## src/rtl/cluster_periph_demux_pkg.sv

```systemverilog
// ----------------------------------------------------------------------------
// pulp_cluster_package
//
// Peripheral index map for the cluster peripheral interconnect, plus the
// constants used by cluster_periph_demux:
//   SPER_*_ID      slave port index of each cluster peripheral
//   NB_SPERIPHS    number of slave peripheral ports
//   PER_SEL_WIDTH  width of the slave-select field in the request address
//   PER_ERR_RDATA  read data pattern returned by the internal error slave
// ----------------------------------------------------------------------------
package pulp_cluster_package;

    localparam int SPER_EOC_ID         = 0;
    localparam int SPER_TIMER_ID       = 1;
    localparam int SPER_EVENT_U_ID     = 2;
    localparam int SPER_LOCKSTEP_ID    = 3;
    localparam int SPER_HWPE_ID        = 4;
    localparam int SPER_ICACHE_CTRL_ID = 5;
    localparam int SPER_DMA_CL_ID      = 6;
    localparam int SPER_DMA_FC_ID      = 7;
    localparam int SPER_DECOMP_ID      = 8;
    localparam int SPER_EXT_ID         = 9;
    localparam int SPER_RFU_ID         = 10;

    localparam int NB_SPERIPHS = 11;

    localparam int          PER_SEL_WIDTH = 4;
    localparam logic [31:0] PER_ERR_RDATA = 32'hBADACCE5;

endpackage

```

## src/rtl/cluster_periph_demux_err_slv.sv

```systemverilog
// ----------------------------------------------------------------------------
// cluster_periph_demux_err_slv
//
// Internal error responder for unmapped peripheral accesses. An accepted
// request (err_req_i) is answered exactly one cycle later with the captured
// ID and the PER_ERR_RDATA pattern. Only built when
// CLUSTER_PERIPH_DEMUX_ERR_RESP_EN is defined.
//
// Ports:
//   clk_i, rst_ni   clock, asynchronous active-low reset
//   err_req_i       handshake to the error target this cycle
//   err_id_i        transaction ID of that handshake
//   r_valid_o       error response valid (also the pending flag)
//   r_id_o          captured transaction ID
//   r_rdata_o       error read data (zero when no response)
// ----------------------------------------------------------------------------
import pulp_cluster_package::*;

module cluster_periph_demux_err_slv #(
    parameter int ID_WIDTH   = 5,
    parameter int DATA_WIDTH = 32
) (
    input  logic                  clk_i,
    input  logic                  rst_ni,
    input  logic                  err_req_i,
    input  logic [ID_WIDTH-1:0]   err_id_i,
    output logic                  r_valid_o,
    output logic [ID_WIDTH-1:0]   r_id_o,
    output logic [DATA_WIDTH-1:0] r_rdata_o
);

    logic                  err_pend_d, err_pend_q;
    logic [ID_WIDTH-1:0]   err_id_d, err_id_q;
    logic [DATA_WIDTH-1:0] err_pattern;

    // The demux never accepts a new error request while one is pending, so
    // the pending flag simply follows the accepted request by one cycle.
    always_comb begin
        err_pend_d = err_req_i;
        err_id_d   = err_id_q;
        if (err_req_i) begin
            err_id_d = err_id_i;
        end
    end

    always_ff @(posedge clk_i or negedge rst_ni) begin
        if (!rst_ni) begin
            err_pend_q <= 1'b0;
            err_id_q   <= '0;
        end else begin
            err_pend_q <= err_pend_d;
            err_id_q   <= err_id_d;
        end
    end

    // Error pattern replicated (or truncated) to the data width.
    for (genvar g = 0; g < DATA_WIDTH; g++) begin : g_pattern
        assign err_pattern[g] = PER_ERR_RDATA[g % 32];
    end

    assign r_valid_o = err_pend_q;
    assign r_id_o    = err_id_q;
    assign r_rdata_o = err_pattern & {DATA_WIDTH{err_pend_q}};

endmodule

```

## src/rtl/cluster_periph_demux.sv

```systemverilog
// ----------------------------------------------------------------------------
// cluster_periph_demux
//
// Routes requests from the cluster peripheral-interconnect master port to
// NB_SPERIPHS slave peripheral ports, selected by address bits
// [SEL_LSB +: PER_SEL_WIDTH]. All in-flight transactions go to one target;
// a request to a different target waits until the outstanding count drains
// to zero, so responses always return in order.
//
// Configuration macro: CLUSTER_PERIPH_DEMUX_ERR_RESP_EN
//   defined   - unmapped selects hit an internal error slave that answers one
//               cycle later with opc=1 and PER_ERR_RDATA
//   undefined - unmapped selects are redirected to SPER_EXT_ID with the
//               address forwarded unchanged
//
// Ports:
//   clk_i, rst_ni          clock, asynchronous active-low reset
//   m_req_i .. m_id_i      master request channel
//   m_gnt_o                master grant
//   m_r_*_o                master response channel (valid, opc, id, rdata)
//   s_req_o, s_gnt_i       per-slave request / grant
//   s_add_o .. s_id_o      broadcast request fields, one copy per slave
//   s_r_*_i                per-slave response channel
// ----------------------------------------------------------------------------
import pulp_cluster_package::*;

module cluster_periph_demux #(
    parameter int NB_SPERIPHS     = pulp_cluster_package::NB_SPERIPHS,
    parameter int ADDR_WIDTH      = 32,
    parameter int DATA_WIDTH      = 32,
    parameter int ID_WIDTH        = 5,
    parameter int SEL_LSB         = 10,
    parameter int MAX_OUTSTANDING = 4
) (
    input  logic                    clk_i,
    input  logic                    rst_ni,

    input  logic                    m_req_i,
    input  logic [ADDR_WIDTH-1:0]   m_add_i,
    input  logic                    m_wen_i,
    input  logic [DATA_WIDTH-1:0]   m_wdata_i,
    input  logic [DATA_WIDTH/8-1:0] m_be_i,
    input  logic [ID_WIDTH-1:0]     m_id_i,
    output logic                    m_gnt_o,
    output logic                    m_r_valid_o,
    output logic                    m_r_opc_o,
    output logic [ID_WIDTH-1:0]     m_r_id_o,
    output logic [DATA_WIDTH-1:0]   m_r_rdata_o,

    output logic [NB_SPERIPHS-1:0]  s_req_o,
    output logic [ADDR_WIDTH-1:0]   s_add_o   [NB_SPERIPHS],
    output logic                    s_wen_o   [NB_SPERIPHS],
    output logic [DATA_WIDTH-1:0]   s_wdata_o [NB_SPERIPHS],
    output logic [DATA_WIDTH/8-1:0] s_be_o    [NB_SPERIPHS],
    output logic [ID_WIDTH-1:0]     s_id_o    [NB_SPERIPHS],
    input  logic [NB_SPERIPHS-1:0]  s_gnt_i,
    input  logic [NB_SPERIPHS-1:0]  s_r_valid_i,
    input  logic [NB_SPERIPHS-1:0]  s_r_opc_i,
    input  logic [ID_WIDTH-1:0]     s_r_id_i    [NB_SPERIPHS],
    input  logic [DATA_WIDTH-1:0]   s_r_rdata_i [NB_SPERIPHS]
);

    // Target index space includes one extra slot for the error slave.
    localparam int TGT_W = $clog2(NB_SPERIPHS + 1);
    localparam int CNT_W = $clog2(MAX_OUTSTANDING + 1);

    localparam logic [CNT_W-1:0] CNT_MAX = CNT_W'(MAX_OUTSTANDING);

`ifdef CLUSTER_PERIPH_DEMUX_ERR_RESP_EN
    localparam logic [TGT_W-1:0] ERR_TGT      = TGT_W'(NB_SPERIPHS);
    localparam logic [TGT_W-1:0] UNMAPPED_TGT = ERR_TGT;
`else
    localparam logic [TGT_W-1:0] UNMAPPED_TGT = TGT_W'(SPER_EXT_ID);
`endif

    logic [PER_SEL_WIDTH-1:0] sel;
    logic                     sel_mapped;
    logic [TGT_W-1:0]         tgt;
    logic                     proceed;
    logic                     handshake;

    logic [CNT_W-1:0] out_cnt_d, out_cnt_q;
    logic [TGT_W-1:0] cur_tgt_d, cur_tgt_q;

    // ------------------------------------------------------------------
    // Decode
    // ------------------------------------------------------------------
    assign sel        = m_add_i[SEL_LSB +: PER_SEL_WIDTH];
    assign sel_mapped = (int'(sel) < NB_SPERIPHS);
    assign tgt        = sel_mapped ? TGT_W'(sel) : UNMAPPED_TGT;

    // ------------------------------------------------------------------
    // Optional internal error slave
    // ------------------------------------------------------------------
`ifdef CLUSTER_PERIPH_DEMUX_ERR_RESP_EN
    logic                  err_req;
    logic                  err_r_valid;
    logic [ID_WIDTH-1:0]   err_r_id;
    logic [DATA_WIDTH-1:0] err_r_rdata;

    assign err_req = handshake && (tgt == ERR_TGT);

    cluster_periph_demux_err_slv #(
        .ID_WIDTH   (ID_WIDTH),
        .DATA_WIDTH (DATA_WIDTH)
    ) i_err_slv (
        .clk_i      (clk_i),
        .rst_ni     (rst_ni),
        .err_req_i  (err_req),
        .err_id_i   (m_id_i),
        .r_valid_o  (err_r_valid),
        .r_id_o     (err_r_id),
        .r_rdata_o  (err_r_rdata)
    );
`endif

    // ------------------------------------------------------------------
    // Issue rule: room for another transaction, same target as everything
    // in flight, and (for the error slave) no error response pending.
    // Because a full counter blocks issue, a grant can never coincide with
    // the response that frees the slot.
    // ------------------------------------------------------------------
    always_comb begin
        proceed = (out_cnt_q < CNT_MAX) &&
                  ((out_cnt_q == '0) || (tgt == cur_tgt_q));
`ifdef CLUSTER_PERIPH_DEMUX_ERR_RESP_EN
        if ((tgt == ERR_TGT) && err_r_valid) begin
            proceed = 1'b0;
        end
`endif
    end

    // ------------------------------------------------------------------
    // Request path (zero-cycle)
    // ------------------------------------------------------------------
    always_comb begin
        s_req_o = '0;
        m_gnt_o = 1'b0;
        if (m_req_i && proceed) begin
`ifdef CLUSTER_PERIPH_DEMUX_ERR_RESP_EN
            if (tgt == ERR_TGT) begin
                m_gnt_o = 1'b1;
            end else
`endif
            begin
                s_req_o[tgt] = 1'b1;
                m_gnt_o      = s_gnt_i[tgt];
            end
        end
    end

    assign handshake = m_req_i && m_gnt_o;

    for (genvar i = 0; i < NB_SPERIPHS; i++) begin : g_bcast
        assign s_add_o[i]   = m_add_i;
        assign s_wen_o[i]   = m_wen_i;
        assign s_wdata_o[i] = m_wdata_i;
        assign s_be_o[i]    = m_be_i;
        assign s_id_o[i]    = m_id_i;
    end

    // ------------------------------------------------------------------
    // Response path: only the current target is listened to, and only
    // while something is outstanding; everything else is dropped.
    // ------------------------------------------------------------------
    always_comb begin
        m_r_valid_o = 1'b0;
        m_r_opc_o   = 1'b0;
        m_r_id_o    = '0;
        m_r_rdata_o = '0;
        if (out_cnt_q != '0) begin
`ifdef CLUSTER_PERIPH_DEMUX_ERR_RESP_EN
            if (cur_tgt_q == ERR_TGT) begin
                m_r_valid_o = err_r_valid;
                m_r_opc_o   = err_r_valid;
                m_r_id_o    = err_r_id;
                m_r_rdata_o = err_r_rdata;
            end else
`endif
            begin
                m_r_valid_o = s_r_valid_i[cur_tgt_q];
                m_r_opc_o   = s_r_opc_i[cur_tgt_q];
                m_r_id_o    = s_r_id_i[cur_tgt_q];
                m_r_rdata_o = s_r_rdata_i[cur_tgt_q];
            end
        end
    end

    // ------------------------------------------------------------------
    // Outstanding tracking
    // ------------------------------------------------------------------
    always_comb begin
        out_cnt_d = out_cnt_q;
        cur_tgt_d = cur_tgt_q;
        if (handshake) begin
            cur_tgt_d = tgt;
        end
        case ({handshake, m_r_valid_o})
            2'b10:   out_cnt_d = out_cnt_q + CNT_W'(1);
            2'b01:   out_cnt_d = out_cnt_q - CNT_W'(1);
            default: out_cnt_d = out_cnt_q;
        endcase
    end

    always_ff @(posedge clk_i or negedge rst_ni) begin
        if (!rst_ni) begin
            out_cnt_q <= '0;
            cur_tgt_q <= '0;
        end else begin
            out_cnt_q <= out_cnt_d;
            cur_tgt_q <= cur_tgt_d;
        end
    end

endmodule

```

## config.mk

```make
export PLATFORM = sky130hd
export DESIGN_NAME = cluster_periph_demux
export DESIGN_NICKNAME = d
export VERILOG_FILES = /design/src/rtl/cluster_periph_demux_pkg.sv /design/src/rtl/cluster_periph_demux_err_slv.sv /design/src/rtl/cluster_periph_demux.sv
export SDC_FILE = /design/constraint.sdc
export NUM_CORES = 1
export LEC_CHECK = 0
export BUFFER_PORTS_ARGS = -buffer_cell sky130_fd_sc_hd__buf_2
export CORE_AREA = 2 2 541 543
export DETAILED_ROUTE_END_ITERATION = 8
export DIE_AREA = 0 0 543 545
export HOLD_SLACK_MARGIN = 0.03
export PLACE_DENSITY = 0.3
export SLEW_MARGIN = 40
export SYNTH_ARGS = -nofsm -noshare
export SYNTH_HDL_FRONTEND = slang
export SYNTH_HIERARCHICAL = 1
export SYNTH_SLANG_ARGS = --single-unit
export TNS_END_PERCENT = 20
```

## constraint.sdc

```tcl
create_clock -name clk_i -period 2.7 [get_ports clk_i]
set_input_delay 0.27 -clock clk_i [delete_from_list [all_inputs] [get_ports clk_i]]
set_output_delay 0.27 -clock clk_i [all_outputs]
set_load 0.005 [all_outputs]
```

==> impl_metrics.csv <==
group,metric,value,unit
status,outcome,"finished with violations",
status,violations,"negative setup slack",
logic_synthesis,avgSynthCellArea,7.94,um2
cells_and_area,drive_gt1_frac,0.712,
setup_path,required,2.43,ns
placement,io_buffers,541,
timing,fin_ws,-0.0117,ns
cells_and_area,stdcell_count,5002,
placement,placedCellCount,4944,
flow_run,drv_cap,0,
global_routing,grt_max_degree,41,
cts,cts_tree,"built",
global_routing,antenna_found_initial,83,
timing,rsz0062_at_grt,"yes",
cts,htreeDepth,1,
cts,cts.sinks,7,
placement,gp_congestion,0.911,
global_routing,grt_pass1_vias,8286,
timing,hold_violations,0,
setup_path,crit_arrival,2.44,ns
routing,drt_iter0_markers,402,
logic_synthesis,synthFlopType,"dfrtp_1",
cts,numCtsBuffers,3,
pwr,vdd_ir_drop_max,383,uV
timing,tightestPinTransition,0.601,ns
floorplanning,top_level_ports,1382,
logic_synthesis,yosys-top-cells-area,"buf_4 60%, mux4_2 17%, nor2_1 4.8%",
logic_synthesis,synth_seq_cells,7,
setup_path,end_kind,"output pin",
setup_path,rr_worst_depth,12,
pwr,p_leak,0.00433,uW
routing,routed_wl,79.3,mm
floorplanning,die_y,545,um
placement,hpwlAfterDp,71.8,mm
routing,route.detailed.drc,0,
logic_synthesis,yosysTopAreaCellShare,0.598,
timing,finClkSkew,0.00180,ns
logic_synthesis,async_reset_ff_frac,1.00,
timing,setup_tns,-0.0117,ns
logic_synthesis,synth_cells,1298,
timing,min_period,2.71,ns
logic_synthesis,synth_seq_area_share,0.0170,
cells_and_area,area_growth_syn_to_layout,25.2,%
cts,root_buffer,"clkbuf_16",
cts,clkTransAtPathRegs,0.04,ns
global_routing,grt_pass1_wl,93.6,mm
timing,timing.fmax,0.369,GHz
floorplanning,fp.coreArea,290000,um2
timing,relSlewSlack,0.598,
global_routing,grt.total_usage,0.0490,
routing,dr.pass1.iters,5,
logic_synthesis,synth_edf_count,0,
setup_path,start_kind,"flop",
routing,vias_per_cell,1.57,
routing,via_count,7869,
cells_and_area,finalNetCount,1589,
timing,setup_violations,1,
min_path,holdCritPathClass,"in -> async",
cts,clkLatencyLatePin,0.24,ns
logic_synthesis,synthesis.area,10300,um2
floorplanning,dieArea,296000,um2
timing,timing.final.crit_share,1.00,
logic_synthesis,synth_cell_types,32,
timing,final_max_slew_viol_count,0,
setup_path,crit_fanout,6,
pwr,power_density,696,nW/um2
logic_synthesis,synth_warnings,6,
routing,wl_per_cell,15.9,um
logic_synthesis,synth_top_cell_by_area,"buf_4",
cells_and_area,num-fill-cells,34600,
pwr,p_total,8970,uW
setup_path,path_class,"reg -> out",
routing,final_antenna_net_count,0,
cts,cts_buffer_depth,2,
floorplanning,num_rows,198,
logic_synthesis,syn-num-nets,1817,
global_routing,grt-ovfl-total,0,
floorplanning,start_util,0.0355,
floorplanning,die_w,543,um
[cells by family after synthesis]
kind of cell | count (synthesis) | share of synthesized area
buffers and inverters | 878 | 0.622
AOI/OAI and AO/OA | 131 | 0.0777
xor gates and xnor gates | 6 | 0.00510
DFF | 7 | 0.0170
muxes | 125 | 0.217
and+or+nand+nor | 149 | 0.0576
adders and majority gates | 2 | 0.00316
[final timing paths]
kind	from	end	slack, ns
max	cur_tgt_q[0]	m_r_rdata_o[20]	-0.01
min	rst_ni	out_cnt_q[2]	0.42
max reg2reg	cur_tgt_q[0]	out_cnt_q[2]	0.04
min reg2reg	out_cnt_q[0]	out_cnt_q[0]	0.56
max in group asynchronous	rst_ni	cur_tgt_q[3]	2.09
min in group clk_i	m_be_i[3]	s_be_o[27]	0.54
[Yosys cell counts, types with 3 or more instances]
| library cell | number |
|---|---|
| buf_1 | 4 |
| nor2_1 | 131 |
| a211oi_1 | 40 |
| o21ai_0 | 5 |
| nor2b_1 | 3 |
| xor2_1 | 4 |
| nand2_1 | 7 |
| clkbuf_1 | 24 |
| buf_2 | 20 |
| mux4_2 | 78 |
| a21oi_1 | 80 |
| inv_1 | 8 |
| nor3_1 | 3 |
| mux2i_1 | 44 |
| dfrtp_1 | 7 |
| buf_4 | 821 |
[final cells by class]
| class | instances | area [um2] | share of cell area |
|---|---|---|---|
| inverters | 8 | 30.0 | 0.00233 |
| diodes | 33 | 82.6 | 0.00640 |
| clock buffers | 4 | 78.8 | 0.00611 |
| flip-flops and latches | 7 | 190 | 0.0147 |
| repair buffers | 637 | 3720 | 0.289 |
| well taps | 3900 | 4880 | 0.378 |
| multi-input cells | 413 | 3910 | 0.303 |
[power by group]
group          internal (uW)  total, uW  switching [uW]
clock network            197        261            63.5
logic                   3850       8380            4520
registers                179        338             159
total                   4230       8970            4740
[flip-flops by register name (all words and copies together) (netlist names)]
name and count:
out_cnt_q 3, cur_tgt_q 4
[placed cells by master, fill, tap and decap left out, drive strengths merged]
master / Yosys / layout
clkbuf: 24 / 8
inv: 8 / 8
o21ai: 6 / 6
mux4: 78 / 78
a311oi: 1 / 1
nand2: 7 / 7
a22oi: 1 / 1
nor2b: 3 / 3
ha: 1 / 1
a211oi: 40 / 40
buf: 846 / 632
mux2: 3 / 3
a21oi: 80 / 80
nor4: 2 / 2
fa: 1 / 1
nor3: 4 / 4
a31oi: 1 / 1
dfrtp: 7 / 7
xor2: 4 / 4
a2111oi: 2 / 2
mux2i: 44 / 44
nand2b: 2 / 2
xnor2: 2 / 2
diode: 0 / 33
nor2: 131 / 131
dlygate4sd3: 0 / 1
[metrics by stage]
stage / cell area (um2) / hold slack, ns / utilization / worst slack [ns]
5_1_grt: 12900 / 0.429 / 0.0444 / -0.0726
4_1_cts: 12400 / 0.413 / 0.0429 / -0.123
6_report: 12900 / 0.416 / 0.0445 / -0.0117
3_3_place_gp: 12300 / 0.126 / 0.0423 / -0.834
2_1_floorplan: 10300 / -0.0256 / - / 0.00888
3_5_place_dp: 12300 / 0.124 / 0.0423 / -0.274
[layer usage]
metal	part of all wire	vias to the layer above	track usage
met5	0.0068	-	0.00893
met4	0.11	29	0.0447
met2	0.46	1030	0.0800
met1	0.27	3343	0.0395
li1	-	3083	-
met3	0.16	384	0.0321
[critical path: stages, from the launching register on]
cell and delay [ns]:
dfrtp_4 0.53, buf_12 0.18, buf_16 0.16, mux4_2 0.35
nor2_1 0.05, a211oi_2 0.28, buf_4 0.20, a21oi_1 0.05
nor2_2 0.21, buf_2 0.16
[repair_timing]
item,4_1_cts,5_1_grt
resized for setup,16,30
setup buffers,0,16
pin swaps,2,5
hold buffers,1,0
gates cloned,0,4
setup endpoints to repair,25,33
endpoints found under the hold margin,7,0
Note: power is estimated with default switching activity, not from simulation.
